`config.mk`:
```
export PLATFORM = sky130hd
export DESIGN_NAME = fifo_wr_arbiter
export DESIGN_NICKNAME = d
export VERILOG_FILES = /design/src/rtl/fifo_wr_arbiter.sv
export SDC_FILE = /design/constraint.sdc
export NUM_CORES = 1
export LEC_CHECK = 0
export CAP_MARGIN = 20
export CORE_MARGIN = 2
export CORE_UTILIZATION = 38
export DETAILED_ROUTE_END_ITERATION = 8
export GPL_TIMING_DRIVEN = 1
export PLACE_DENSITY = 0.9
export SLEW_MARGIN = 0
export SYNTH_ARGS = -nofsm -noshare
export SYNTH_HDL_FRONTEND = slang
export SYNTH_SLANG_ARGS = --single-unit
```
`constraint.sdc`:
```
create_clock -name clk_i -period 4.4 [get_ports clk_i]
set_clock_uncertainty 0.05 [all_clocks]
set_input_delay 1.1 -clock clk_i [delete_from_list [all_inputs] [get_ports clk_i]]
set_output_delay 1.1 -clock clk_i [all_outputs]
set_load 0.005 [all_outputs]
```
`src/rtl/fifo_wr_arbiter.sv`:
```
// fifo_wr_arbiter: shares one FIFO write port among NUM_REQ valid/ready
// requesters. Round-robin arbitration, grants held for a whole packet
// (or until MAX_BURST beats) so packets from different sources never interleave.

// Structural checker: the grant vector is never more than one-hot.
module fifo_wr_arbiter_chk #(
    parameter int NUM_REQ = 4
) (
    input  logic               clk_i,
    input  logic               rst_i,
    input  logic [NUM_REQ-1:0] grant_i
);
    a_grant_onehot0: assert property (@(posedge clk_i) disable iff (rst_i) $onehot0(grant_i));
endmodule

module fifo_wr_arbiter #(
    parameter int NUM_REQ    = 4,
    parameter int DATA_WIDTH = 8,
    parameter int MAX_BURST  = 16
) (
    input  logic                          clk_i,
    input  logic                          rst_i,
    input  logic [NUM_REQ-1:0]            req_valid_i,
    input  logic [NUM_REQ-1:0]            req_last_i,
    input  logic [NUM_REQ*DATA_WIDTH-1:0] req_data_i,
    output logic [NUM_REQ-1:0]            req_ready_o,
    output logic [DATA_WIDTH-1:0]         fifo_data_o,
    output logic                          fifo_wr_en_o,
    input  logic                          fifo_full_i,
    output logic [NUM_REQ-1:0]            grant_o,
    output logic                          busy_o
);
    localparam int PTR_W = $clog2(NUM_REQ);
    localparam int CNT_W = $clog2(MAX_BURST + 1);
    localparam logic [CNT_W-1:0]   CNT_LAST  = CNT_W'(MAX_BURST - 1);
    localparam logic [PTR_W-1:0]   PTR_LAST  = PTR_W'(NUM_REQ - 1);
    localparam logic [NUM_REQ-1:0] ONE_HOT_0 = NUM_REQ'(1);

    typedef enum logic [0:0] {
        ST_IDLE = 1'b0,
        ST_BUSY = 1'b1
    } state_e;

    state_e               state_q, state_d;
    logic [NUM_REQ-1:0]   grant_q, grant_d;
    logic [PTR_W-1:0]     rr_ptr_q, rr_ptr_d;
    logic [CNT_W-1:0]     beat_cnt_q, beat_cnt_d;

    logic [PTR_W-1:0]     g_idx_s;
    logic                 gnt_valid_s;
    logic                 gnt_last_s;
    logic                 wr_en_s;

    // First requester with valid set, scanning from ptr upward and wrapping.
    function automatic logic [PTR_W-1:0] rr_pick(input logic [NUM_REQ-1:0] valid,
                                                 input logic [PTR_W-1:0]   ptr);
        logic [PTR_W-1:0] win;
        logic [PTR_W-1:0] cand;
        logic             found;
        win   = ptr;
        found = 1'b0;
        for (int i = 0; i < NUM_REQ; i++) begin
            cand = PTR_W'((int'(ptr) + i) % NUM_REQ);
            if (!found && valid[cand]) begin
                win   = cand;
                found = 1'b1;
            end else begin
                win   = win;
            end
        end
        return win;
    endfunction

    // Binary index of a one-hot (or zero) vector.
    function automatic logic [PTR_W-1:0] oh_to_idx(input logic [NUM_REQ-1:0] oh);
        logic [PTR_W-1:0] idx;
        idx = {PTR_W{1'b0}};
        for (int i = 0; i < NUM_REQ; i++) begin
            if (oh[i]) begin
                idx = idx | PTR_W'(i);
            end else begin
                idx = idx;
            end
        end
        return idx;
    endfunction

    assign g_idx_s      = oh_to_idx(grant_q);
    assign gnt_valid_s  = |(req_valid_i & grant_q);
    assign gnt_last_s   = |(req_last_i & grant_q);
    assign wr_en_s      = (state_q == ST_BUSY) & gnt_valid_s & ~fifo_full_i;

    assign fifo_wr_en_o = wr_en_s;
    assign req_ready_o  = (state_q == ST_BUSY) ? (grant_q & {NUM_REQ{~fifo_full_i}})
                                               : {NUM_REQ{1'b0}};
    assign grant_o      = grant_q;
    assign busy_o       = (state_q == ST_BUSY);

    // Write-data mux: AND-OR select of the granted requester's beat.
    always_comb begin
        fifo_data_o = {DATA_WIDTH{1'b0}};
        for (int i = 0; i < NUM_REQ; i++) begin
            fifo_data_o = fifo_data_o
                        | (req_data_i[i*DATA_WIDTH +: DATA_WIDTH] & {DATA_WIDTH{grant_q[i]}});
        end
    end

    // Next state: arbitrate in IDLE; count beats and release in BUSY.
    always_comb begin
        state_d    = state_q;
        grant_d    = grant_q;
        rr_ptr_d   = rr_ptr_q;
        beat_cnt_d = beat_cnt_q;
        case (state_q)
            ST_IDLE: begin
                if (|req_valid_i) begin
                    state_d    = ST_BUSY;
                    grant_d    = ONE_HOT_0 << rr_pick(req_valid_i, rr_ptr_q);
                    beat_cnt_d = {CNT_W{1'b0}};
                end else begin
                    grant_d    = {NUM_REQ{1'b0}};
                end
            end
            ST_BUSY: begin
                if (wr_en_s) begin
                    if (gnt_last_s || (beat_cnt_q == CNT_LAST)) begin
                        // Served requester drops to lowest priority.
                        state_d    = ST_IDLE;
                        grant_d    = {NUM_REQ{1'b0}};
                        beat_cnt_d = {CNT_W{1'b0}};
                        rr_ptr_d   = (g_idx_s == PTR_LAST) ? {PTR_W{1'b0}}
                                                           : (g_idx_s + PTR_W'(1));
                    end else begin
                        beat_cnt_d = beat_cnt_q + CNT_W'(1);
                    end
                end else begin
                    // Stalled on full FIFO or requester gap: hold everything.
                    beat_cnt_d = beat_cnt_q;
                end
            end
            default: begin
                state_d    = ST_IDLE;
                grant_d    = {NUM_REQ{1'b0}};
                rr_ptr_d   = {PTR_W{1'b0}};
                beat_cnt_d = {CNT_W{1'b0}};
            end
        endcase
    end

    // State registers: FSM state, one-hot grant, round-robin pointer, beat counter.
    always_ff @(posedge clk_i or posedge rst_i) begin
        if (rst_i) begin
            state_q    <= ST_IDLE;
            grant_q    <= {NUM_REQ{1'b0}};
            rr_ptr_q   <= {PTR_W{1'b0}};
            beat_cnt_q <= {CNT_W{1'b0}};
        end else begin
            state_q    <= state_d;
            grant_q    <= grant_d;
            rr_ptr_q   <= rr_ptr_d;
            beat_cnt_q <= beat_cnt_d;
        end
    end

    fifo_wr_arbiter_chk #(
        .NUM_REQ (NUM_REQ)
    ) u_chk (
        .clk_i   (clk_i),
        .rst_i   (rst_i),
        .grant_i (grant_q)
    );

endmodule

```
After elaboration in Yosys (flattened, before gate mapping)
Cells that the tools add are included.
{ "totals": {"reg_bits": 12, "inputBits": 43, "out_inout_bits": 18, "wordCells": 85} }
{ "op_classes": {"n_addsub": 5, "n_lt_le_gt_ge": 4, "n_eq_ne": 5, "shift": 1, "n_mux": 39, "bitwise": 14, "n_reduce_logical": 13} }
{ "op_table": {"columns": ["cell", "n"], "rows": [
  ["bitwise AND 8 bit", 4],
  ["OR 8 bit", 3],
  ["two-way mux 1 bit", 17],
  ["two-way mux 2 bit", 8],
  ["two-way mux 4 bit", 4],
  ["two-way mux 5 bit", 3],
  ["bitwise AND 4 bit", 3],
  ["less-than comparator 2 x 3 -> 1 bit, second input constant", 4],
  ["OR reduction 4 bit", 3],
  ["case mux 5 bit (2 select lines)", 1],
  ["binary-select mux 1 bit (select 2 bit)", 4],
  ["case mux 4 bit (2 select lines)", 1],
  ["adder 5 x 1 -> 5 bit, second input constant", 1],
  ["== test 5 x 4 -> 1 bit, second input constant", 1],
  ["adder 2 x 1 -> 2 bit, second input constant", 2],
  ["adder 2 bit, second input constant", 2],
  ["inequality test 2 bit, second input constant", 2],
  ["AND reduction 2 bit", 2],
  ["left shift 1 x 2 -> 4 bit, first input constant", 1],
  ["logical AND 1 bit", 3],
  ["logical NOT 1 bit", 3],
  ["AND reduction 3 bit", 1],
  ["bitwise AND 1 bit", 2],
  ["== test 2 bit, second input constant", 1],
  ["other kinds (4)", 5]
]} }

Logic depth before layout (Yosys ltp)
Gate-level depths: netlist of the first run.
{ "logic_depth": {"depth_word": 23, "depth_mapped": 7, "mapped_depth_nobuf": 7} }

Worst setup path after synthesis of the first run
No wires, ideal clock.
{ "synth_path": {"kind": "input to output", "from": "input req_valid_i[0]", "to": "output fifo_wr_en_o", "t_arrival_ns": 1.571, "required_ns": 3.250, "slack_ns": 1.679, "cell_stages": 2, "n_path_buf": 0, "cell_sequence": "a22o_1 -> o21a_4"} }
{ "synth_between": {"elab_chain_cells": 4} }
{ "synth_lines": {"columns": ["element", "line_no", "text"], "rows": [
  ["start: declaration", "23", "input logic [NUM_REQ-1:0] req_valid_i,"],
  ["bitwise AND 4 bit", "89", "assign gnt_valid_s = |(req_valid_i & grant_q);"],
  ["OR reduction 4 bit", "89", null],
  ["bitwise AND 1 bit (2 in a row)", "91", "assign wr_en_s = (state_q == ST_BUSY) & gnt_valid_s & ~fifo_full_i;"],
  ["end: declaration", "28", "output logic fifo_wr_en_o,"]
]} }
Every way passes these cells.

Worst setup path after layout of the first run
{ "layout_path": {"from": "input req_valid_i[3]", "to": "output fifo_wr_en_o"} }
The elaborated chain is that of the path after synthesis.

==> results of run 1 <==
==> flip-flops by register name, indices dropped and copies added, names as in the netlist <==
| register | flops |
|---|---|
| rr_ptr_q | 2 |
| beat_cnt_q | 5 |
| grant_o | 4 |
| busy_o | 1 |
==> critical path, cell delays in order <==
cell	delay, ns
clkdlybuf4s50_1	0.60
a22o_1	0.21
o21a_4	0.18
clkdlybuf4s50_1	0.51
==> cell type report <==
class | count | area (sq um)
Fill cell | 178 | 687
Multi-Input combinational cell | 85 | 598
Inverter | 5 | 18.8
Clock buffer | 4 | 36.3
Timing Repair Buffer | 60 | 601
Sequential cell | 12 | 300
Tap cell | 28 | 35.0
==> metrics by stage <==
step,cells,setup slack [ns],hold slack (ns),utilization [%],area [sq um]
after floorplan,106,1.68,0.406,-,932
after global placement,190,0.704,0.423,68.2,1550
after detailed placement,190,0.664,0.429,68.2,1550
after CTS,194,0.655,0.446,69.8,1590
after global routing,194,0.600,0.498,69.8,1590
final,194,0.644,0.445,69.8,1590
==> final timing paths <==
| check | start | to | cells past startpoint |
|---|---|---|---|
| max reg2reg | beat_cnt_q[0] | rr_ptr_q[1] | 7 |
| min in group asynchronous | rst_i | busy_o | 2 |
| max | req_valid_i[3] | fifo_wr_en_o | 4 |
| min | beat_cnt_q[4] | beat_cnt_q[4] | 1 |
| min reg2reg | beat_cnt_q[4] | beat_cnt_q[4] | 1 |
| max in group asynchronous | rst_i | beat_cnt_q[0] | 2 |
==> power by group <==
part	switching (mW)	total [mW]	internal [mW]
Clock	0.0394	0.0898	0.0505
Sequential	0.0857	0.232	0.146
Combinational	0.166	0.432	0.265
==> Yosys cell counts, drive strengths merged <==
master and count:
a2111o 1, a21o 1, a21oi 5, a222oi 1
a22o 4, a22oi 16, and2 5, and2b 1
and3 1, clkbuf 4, dfrtp 12, ha 2
inv 5, mux2 2, nand2 10, nand2b 4
nand3 4, nand3b 1, nor2 7, nor2b 3
nor3 1, o21a 1, o21ai 3, o21bai 1
o221a 1, o221ai 1, o22ai 1, o2bb2ai 5
o31a 1, o32ai 1, xnor2 1
==> placed cells by master, fill, tap and decap left out, types with 2 or more instances in the layout <==
master / count
inv_1: 5
dfrtp_1: 12
nor2_1: 7
o21ai_0: 2
nand2_1: 10
o2bb2ai_1: 5
a21oi_1: 4
a22o_1: 4
nor2b_1: 3
and2_1: 4
clkdlybuf4s50_1: 60
ha_1: 2
mux2_1: 2
a22oi_1: 16
nand2b_1: 3
clkbuf_4: 3
nand3_1: 3
==> routing by layer <==
layer  GRT usage, %  wire [um]
met1           31.1       1290
met2           41.8       1720
met3           3.11        109
met4           10.3         61
met5              0          0
==> kinds of logic (layout without fill, tap and decap cells) <==
| family | count (synthesis) | after routing | share of synthesized area, % |
|---|---|---|---|
| and+or+nand+nor | 37 | 37 | 20.9 |
| xor gates and xnor gates | 1 | 1 | 0.940 |
| muxes | 2 | 2 | 2.42 |
| DFF | 12 | 12 | 32.2 |
| adders and majority gates | 2 | 2 | 2.68 |
| AOI/OAI and AO/OA | 43 | 43 | 37.2 |
| buffers and inverters | 9 | 69 | 3.62 |
==> flow_summary.ini, run 1 <==
[run_status]
status = finished clean

[routing]
wl_per_cell_um = 16.4
vias = 1093
drtIter0Drc = 31
ant_nets = 0
post_drt_via_cell_ratio = 5.63
route.detailed.drc = 0
routed_wirelength_um = 3180
drt_pass1_iterations = 4

[layout]
nets = 212
drive_gt1_share_pct = 6.63
syn2layout_area_growth_pct = 70.5
diodes = 0

[logic_synthesis]
syn_avg_cell_area_sq_um = 8.79
syn-instance-count = 106
yosysWarnings = 0
yosys-top-cells-area = dfrtp_1 32%, a22oi_1 13%, o2bb2ai_1 4.7%
netlist.area_leader.share_pct = 32.2
yosysUniqueCellTypes = 36
syn_nets = 151
yosys.area.top_type = dfrtp_1
syn_area_sq_um = 932
ys_seq_elements = 12
synth-seq-area-share_pct = 32.2

[sta]
finalHoldViolations = 0
rsz0062_at_grt = no
setup_viol = 0
fin_setup_tns_ns = 0
maxSlewViolCount = 0
fin_crit_sh_pct = 85.4
maxSlewHeadroom_pct = 64.3
fmaxAchievable_mhz = 266
layout_min_cycle_time_ns = 3.76
tightest_slew_ns = 0.535

[critical_path]
critical_path.endpoint_type = output pin
crit_type = in -> out
cp.required_ns = 3.25
worstSetupStartpointType = input pin
worstPathArrival_ns = 2.61
reg2reg_slack_ns = 2.45
worstPathMaxFanout = 7

[min_path]
hp-class = reg -> reg

[pwr]
powerDensity_mw_per_mm2 = 474
leakage_nw = 0.650
total_power_uw = 754
peakVddDrop_uv = 292

[global_routing]
grt_util_all_layers_pct = 24.5
grt.overflow.total = 0
grt_pass1_wl_um = 5040
grt_max_degree = 16
antenna_found_initial = 0
grt_pass1_vias = 1081

[floorplan]
die_area_sq_mm = 0.00286
core_area_sq_mm = 0.00228
rows = 17
start_util_pct = 41.0
die_h_um = 53.5
io_pins = 61
die_x_um = 53.5

[clock_network]
clockRootBuffer = clkbuf_4
cts.sinks = 12
tritoncts = done
clk_latency_ns = 0.29
cts_setup_buffers = 0
ctsHoldBuffers = 0
cts_max_path_buffers = 2
clk_pin_slew_ns = 0.07
htreeDepth = 1
cts_buffers = 3
ctsResizeCount = 0

[place]
place.gp.congestion = 0.812
numPortBuffers = 60
dpl.hpwl_um = 2560

[job]
maxCapViolations = 0
No activity file was read; power rests on OpenSTA's default activity.
==> run 2, diff against run 1 <==
- CELL_PAD_IN_SITES_DETAIL_PLACEMENT: not set -> 0
- CELL_PAD_IN_SITES_GLOBAL_PLACEMENT: not set -> 1
- CORE_UTILIZATION: 38 -> 26
- PLACE_DENSITY: 0.9 -> not set
- PLACE_DENSITY_LB_ADDON: not set -> 0.1
==> run 2 against run 1 <==
Compared with the run above: maximum frequency rose by 0.55%; register-to-register slack got worse by 0.05 ns; design area up 1.4%; power is 1.1% lower; die area increased by 42%; clock power shrank 1%; wire length down 4.4%; via count down 0.91%; hold slack better by 0.011 ns; worst setup slack gained 0.020 ns; first-iteration DRC count increased to 2.7 times the previous value; critical endpoint unchanged; largest power group unchanged; highest routed layer unchanged.
==> flow_summary.ini, run 2 (synthesis results as in run 1) <==
[run_status]
status = finished clean

[layout]
mostFrequentLayoutCell = clkdlybuf4s50_1
largest_register_ffs = 5
fill_cells = 334
nets = 212
diodes = 0
syn2layout_area_growth_pct = 72.9
top_register = beat_cnt_q
stdcell_count = 212
final_cell_mix = 60 x clkdlybuf4s50_1, 16 x a22oi_1, 12 x dfrtp_1, 10 x nand2_1, 7 x nor2_1
drive_gt1_share_pct = 6.63

[critical_path]
cp_slowest_stage_delay_ns = 0.60
crit_slowest_cell = clkdlybuf4s50_1
worstPathArrival_ns = 2.59
worstSetupStartpointType = input pin
path_cells = clkdlybuf4s50_1 -> a22o_1 -> o21a_4 -> clkdlybuf4s50_1
critical_path.endpoint_type = output pin
crit_type = in -> out
cp_num_buf_inv = 2
worstPathMaxFanout = 7
cp.required_ns = 3.25
worst_path_dominant_cell_family = buffers and inverters
timing.critical_path.mode_cell = clkdlybuf4s50_1

[floorplan]
die_x_um = 63.9
io_pins = 61
rows = 21
die_h_um = 63.9
start_util_pct = 27.5
die_area_sq_mm = 0.00408
core_area_sq_mm = 0.00339

[global_routing]
grt_pass1_vias = 1140
antenna_found_initial = 0
grt_max_degree = 16
grt_pass1_wl_um = 5000
grt.overflow.total = 0
grt_util_all_layers_pct = 15.6

[routing]
drt_pass1_iterations = 4
wl_per_cell_um = 14.3
vias = 1083
ant_nets = 0
drtIter0Drc = 85
routed_wirelength_um = 3040
post_drt_via_cell_ratio = 5.11
route.detailed.drc = 0

[place]
numPortBuffers = 60
dpl.hpwl_um = 2410
placedCellCount = 208
dp_slack_ns = 0.679
place.gp.congestion = 0.816

[clock_network]
clk_latency_ns = 0.28
clockRootBuffer = clkbuf_4
ctsResizeCount = 0
htreeDepth = 1
cts_setup_buffers = 0
cts_max_path_buffers = 2
cts.sinks = 12
cts_buffers = 3
ctsHoldBuffers = 0
clk_pin_slew_ns = 0.07
tritoncts = done

[sta]
fin_crit_sh_pct = 84.9
maxSlewHeadroom_pct = 63.4
rsz0062_at_grt = no
finalHoldViolations = 0
fin_setup_tns_ns = 0
fmaxAchievable_mhz = 268
worst_slack_ns = 0.665
tightest_slew_ns = 0.548
layout_min_cycle_time_ns = 3.74
setup_viol = 0
maxSlewViolCount = 0
fin_hold_ws_ns = 0.456

[min_path]
hp-class = reg -> reg

[job]
maxCapViolations = 0

[pwr]
leakage_nw = 0.650
peakVddDrop_uv = 173
powerDensity_mw_per_mm2 = 463
[run 2: cell counts in the layout (fill, tap and decap cells not counted)]
Identical to the previous run, type by type.
[run 2: through the flow]
step           power, mW  cell area (sq um)  utilization, %
2_1_floorplan      0.436                932               -
3_3_place_gp       0.659               1580            46.5
3_5_place_dp       0.663               1580            46.5
4_1_cts            0.756               1610            47.5
5_1_grt            0.809               1610            47.5
6_report           0.746               1610            47.5
[run 2: layout make-up]
cell class              instances  area [sq um]  area share (%)
clock buffers                   4          36.3            2.25
inverters                       5          18.8            1.16
multi-input cells              85           598            37.1
flip-flops and latches         12           300            18.6
well taps                      46          57.6            3.57
repair buffers                 60           601            37.3
[run 2: power by group]
part | switching [mW] | total (mW) | internal [mW]
logic | 0.158 | 0.423 | 0.265
registers | 0.0878 | 0.234 | 0.146
clock network | 0.0383 | 0.0885 | 0.0503
[run 2: path summary, 6_finish.rpt]
check | from | to | slack, ns | cells after the start
worst max-delay path | req_valid_i[3] | fifo_wr_en_o | 0.66 | 4
worst min-delay path | beat_cnt_q[4] | beat_cnt_q[4] | 0.46 | 1
worst max register to register | beat_cnt_q[0] | rr_ptr_q[1] | 2.40 | 7
worst min register to register | beat_cnt_q[4] | beat_cnt_q[4] | 0.46 | 1
max in group asynchronous | rst_i | beat_cnt_q[4] | 2.88 | 2
min in group asynchronous | rst_i | grant_o[3] | 1.08 | 2
[run 2: layer usage]
layer  wire, um  up-vias  part of all wire (%)  global-route usage, %
met4          8        0                  0.26                   4.89
li1           -      525                     -                      -
met3        288        2                   9.5                   5.11
met1       1290      506                    42                   17.1
met2       1450       50                    48                   28.3
met5          0        -                     0                      0
[run 2: worst register-to-register path, cell delays in order, from the launching register on]
cell and delay (ns):
dfrtp_1 0.41, ha_1 0.24, and3_1 0.19, ha_1 0.17, a21oi_1 0.18, and2_4 0.19
nand2b_2 0.15, mux2_1 0.32
==> run 3, diff against run 2 <==
- CORE_UTILIZATION: 26 -> 24
- clock period: 4.4 -> 3.6 ns (I/O delays scaled with it)
==> run 3 against run 2 <==
Compared with the run above: non-clock buffer count did not move; clock power increased by 33%; sequential share of layout area shrank 0.086 points; largest power group unchanged; highest routed layer unchanged.
==> flow_summary.ini, run 3 (synthesis results as in run 1) <==
[sta]
fin_setup_tns_ns = 0
fmaxAchievable_mhz = 301
maxSlewViolCount = 0
maxSlewHeadroom_pct = 61.6
layout_min_cycle_time_ns = 3.32
tightest_slew_ns = 0.575
fin_crit_sh_pct = 92.3
finalHoldViolations = 0
fin_hold_ws_ns = 0.433
rsz0062_at_grt = no
setup_viol = 0

[clock_network]
cts.sinks = 12
ctsHoldBuffers = 0
cts_buffers = 3
htreeDepth = 1
tritoncts = done
ctsResizeCount = 0
clockRootBuffer = clkbuf_8
cts_setup_buffers = 0
clk_latency_ns = 0.24
clk_pin_slew_ns = 0.05
cts_max_path_buffers = 2

[layout]
nets = 212
largest_register_ffs = 5
final_cell_mix = 60 x clkdlybuf4s50_1, 16 x a22oi_1, 12 x dfrtp_1, 10 x nand2_1, 7 x nor2_1
drive_gt1_share_pct = 6.06
multi_input_comb_area_sq_um = 598
diodes = 0
ff_latch_area_sq_um = 300
utilization_pct = 43.9
fill_cells = 406
syn2layout_area_growth_pct = 73.7
top_register = beat_cnt_q
mostFrequentLayoutCell = clkdlybuf4s50_1

[critical_path]
worst_path_dominant_cell_family = buffers and inverters
r2r-start = beat_cnt_q[0]
rr_worst_depth = 7
reg2reg_slack_ns = 1.61
timing.critical_path.mode_cell = clkdlybuf4s50_1
worstPathMaxFanout = 7
cp_slowest_stage_delay_ns = 0.57
worstSetupStartpointType = input pin
cp_num_buf_inv = 2
path_cells = clkdlybuf4s50_1 -> a22o_1 -> o21a_4 -> clkdlybuf4s50_1
worstPathArrival_ns = 2.37
cp.required_ns = 2.65
crit_slowest_cell = clkdlybuf4s50_1
critical_path.endpoint_type = output pin
crit_type = in -> out
r2r-end = rr_ptr_q[1]

[global_routing]
grt_util_all_layers_pct = 14.8
grt_pass1_vias = 1089
grt_max_degree = 16
antenna_found_initial = 0
grt.overflow.total = 0
grt_pass1_wl_um = 4950

[floorplan]
die_x_um = 66.3
start_util_pct = 25.3
die_h_um = 66.3
die_area_sq_mm = 0.00440
rows = 22
io_pins = 61
core_area_sq_mm = 0.00369

[run_status]
status = finished clean

[routing]
route.detailed.drc = 0
ant_nets = 0
drt_pass1_iterations = 4
wl_per_cell_um = 14.1
vias = 1092
routed_wirelength_um = 3000
drtIter0Drc = 48
post_drt_via_cell_ratio = 5.13

[place]
numPortBuffers = 60
place.gp.congestion = 0.821
dpl.hpwl_um = 2400

[pwr]
leakage_nw = 0.650
powerDensity_mw_per_mm2 = 571
peakVddDrop_uv = 174

[job]
maxCapViolations = 0

[min_path]
hold_depth = 1
min_to = beat_cnt_q[4]
holdCritStartpoint = beat_cnt_q[4]
hp-class = reg -> reg
==> run 3: worst max-delay path by stage <==
stage / start / slack (ns) / depth (start not counted) / endpoint
after floorplan: req_valid_i[0] / 1.28 / 2 / fifo_wr_en_o
after CTS: fifo_full_i / 0.27 / 4 / fifo_wr_en_o
after global routing: fifo_full_i / 0.21 / 4 / fifo_wr_en_o
final: req_valid_i[1] / 0.28 / 4 / fifo_wr_en_o
after global placement: req_valid_i[3] / 0.29 / 4 / fifo_wr_en_o
after detailed placement: fifo_full_i / 0.27 / 4 / fifo_wr_en_o
==> run 3: metal layers <==
layer	global-route usage [%]	wire [um]	up-vias
met2	24.5	1350	69
met4	5.36	13	0
met1	17.4	1260	497
li1	-	-	524
met3	5.45	379	2
met5	0	0	-
==> run 3: power by group <==
group | internal, mW | switching [mW] | leakage, nW
Combinational | 0.325 | 0.193 | 0.476
Sequential | 0.179 | 0.109 | 0.153
Clock | 0.0734 | 0.0448 | 0.0216
Total | 0.577 | 0.347 | 0.650
==> run 3: area by class of cell <==
type | count | share of cell area, %
multi-input cells | 85 | 36.9
inverters | 5 | 1.16
repair buffers | 60 | 37.1
well taps | 48 | 3.71
flip-flops and latches | 12 | 18.5
clock buffers | 3 | 2.55
==> run 3: per-stage QoR <==
| step | cells | area [sq um] | total power, mW | setup WS [ns] |
|---|---|---|---|---|
| finish | 213 | 1620 | 0.924 | 0.277 |
| global route | 213 | 1620 | 1.00 | 0.208 |
| detailed placement | 210 | 1580 | 0.813 | 0.266 |
| CTS | 213 | 1620 | 0.935 | 0.265 |
| floorplan | 106 | 932 | 0.533 | 1.28 |
| global placement | 210 | 1580 | 0.809 | 0.294 |
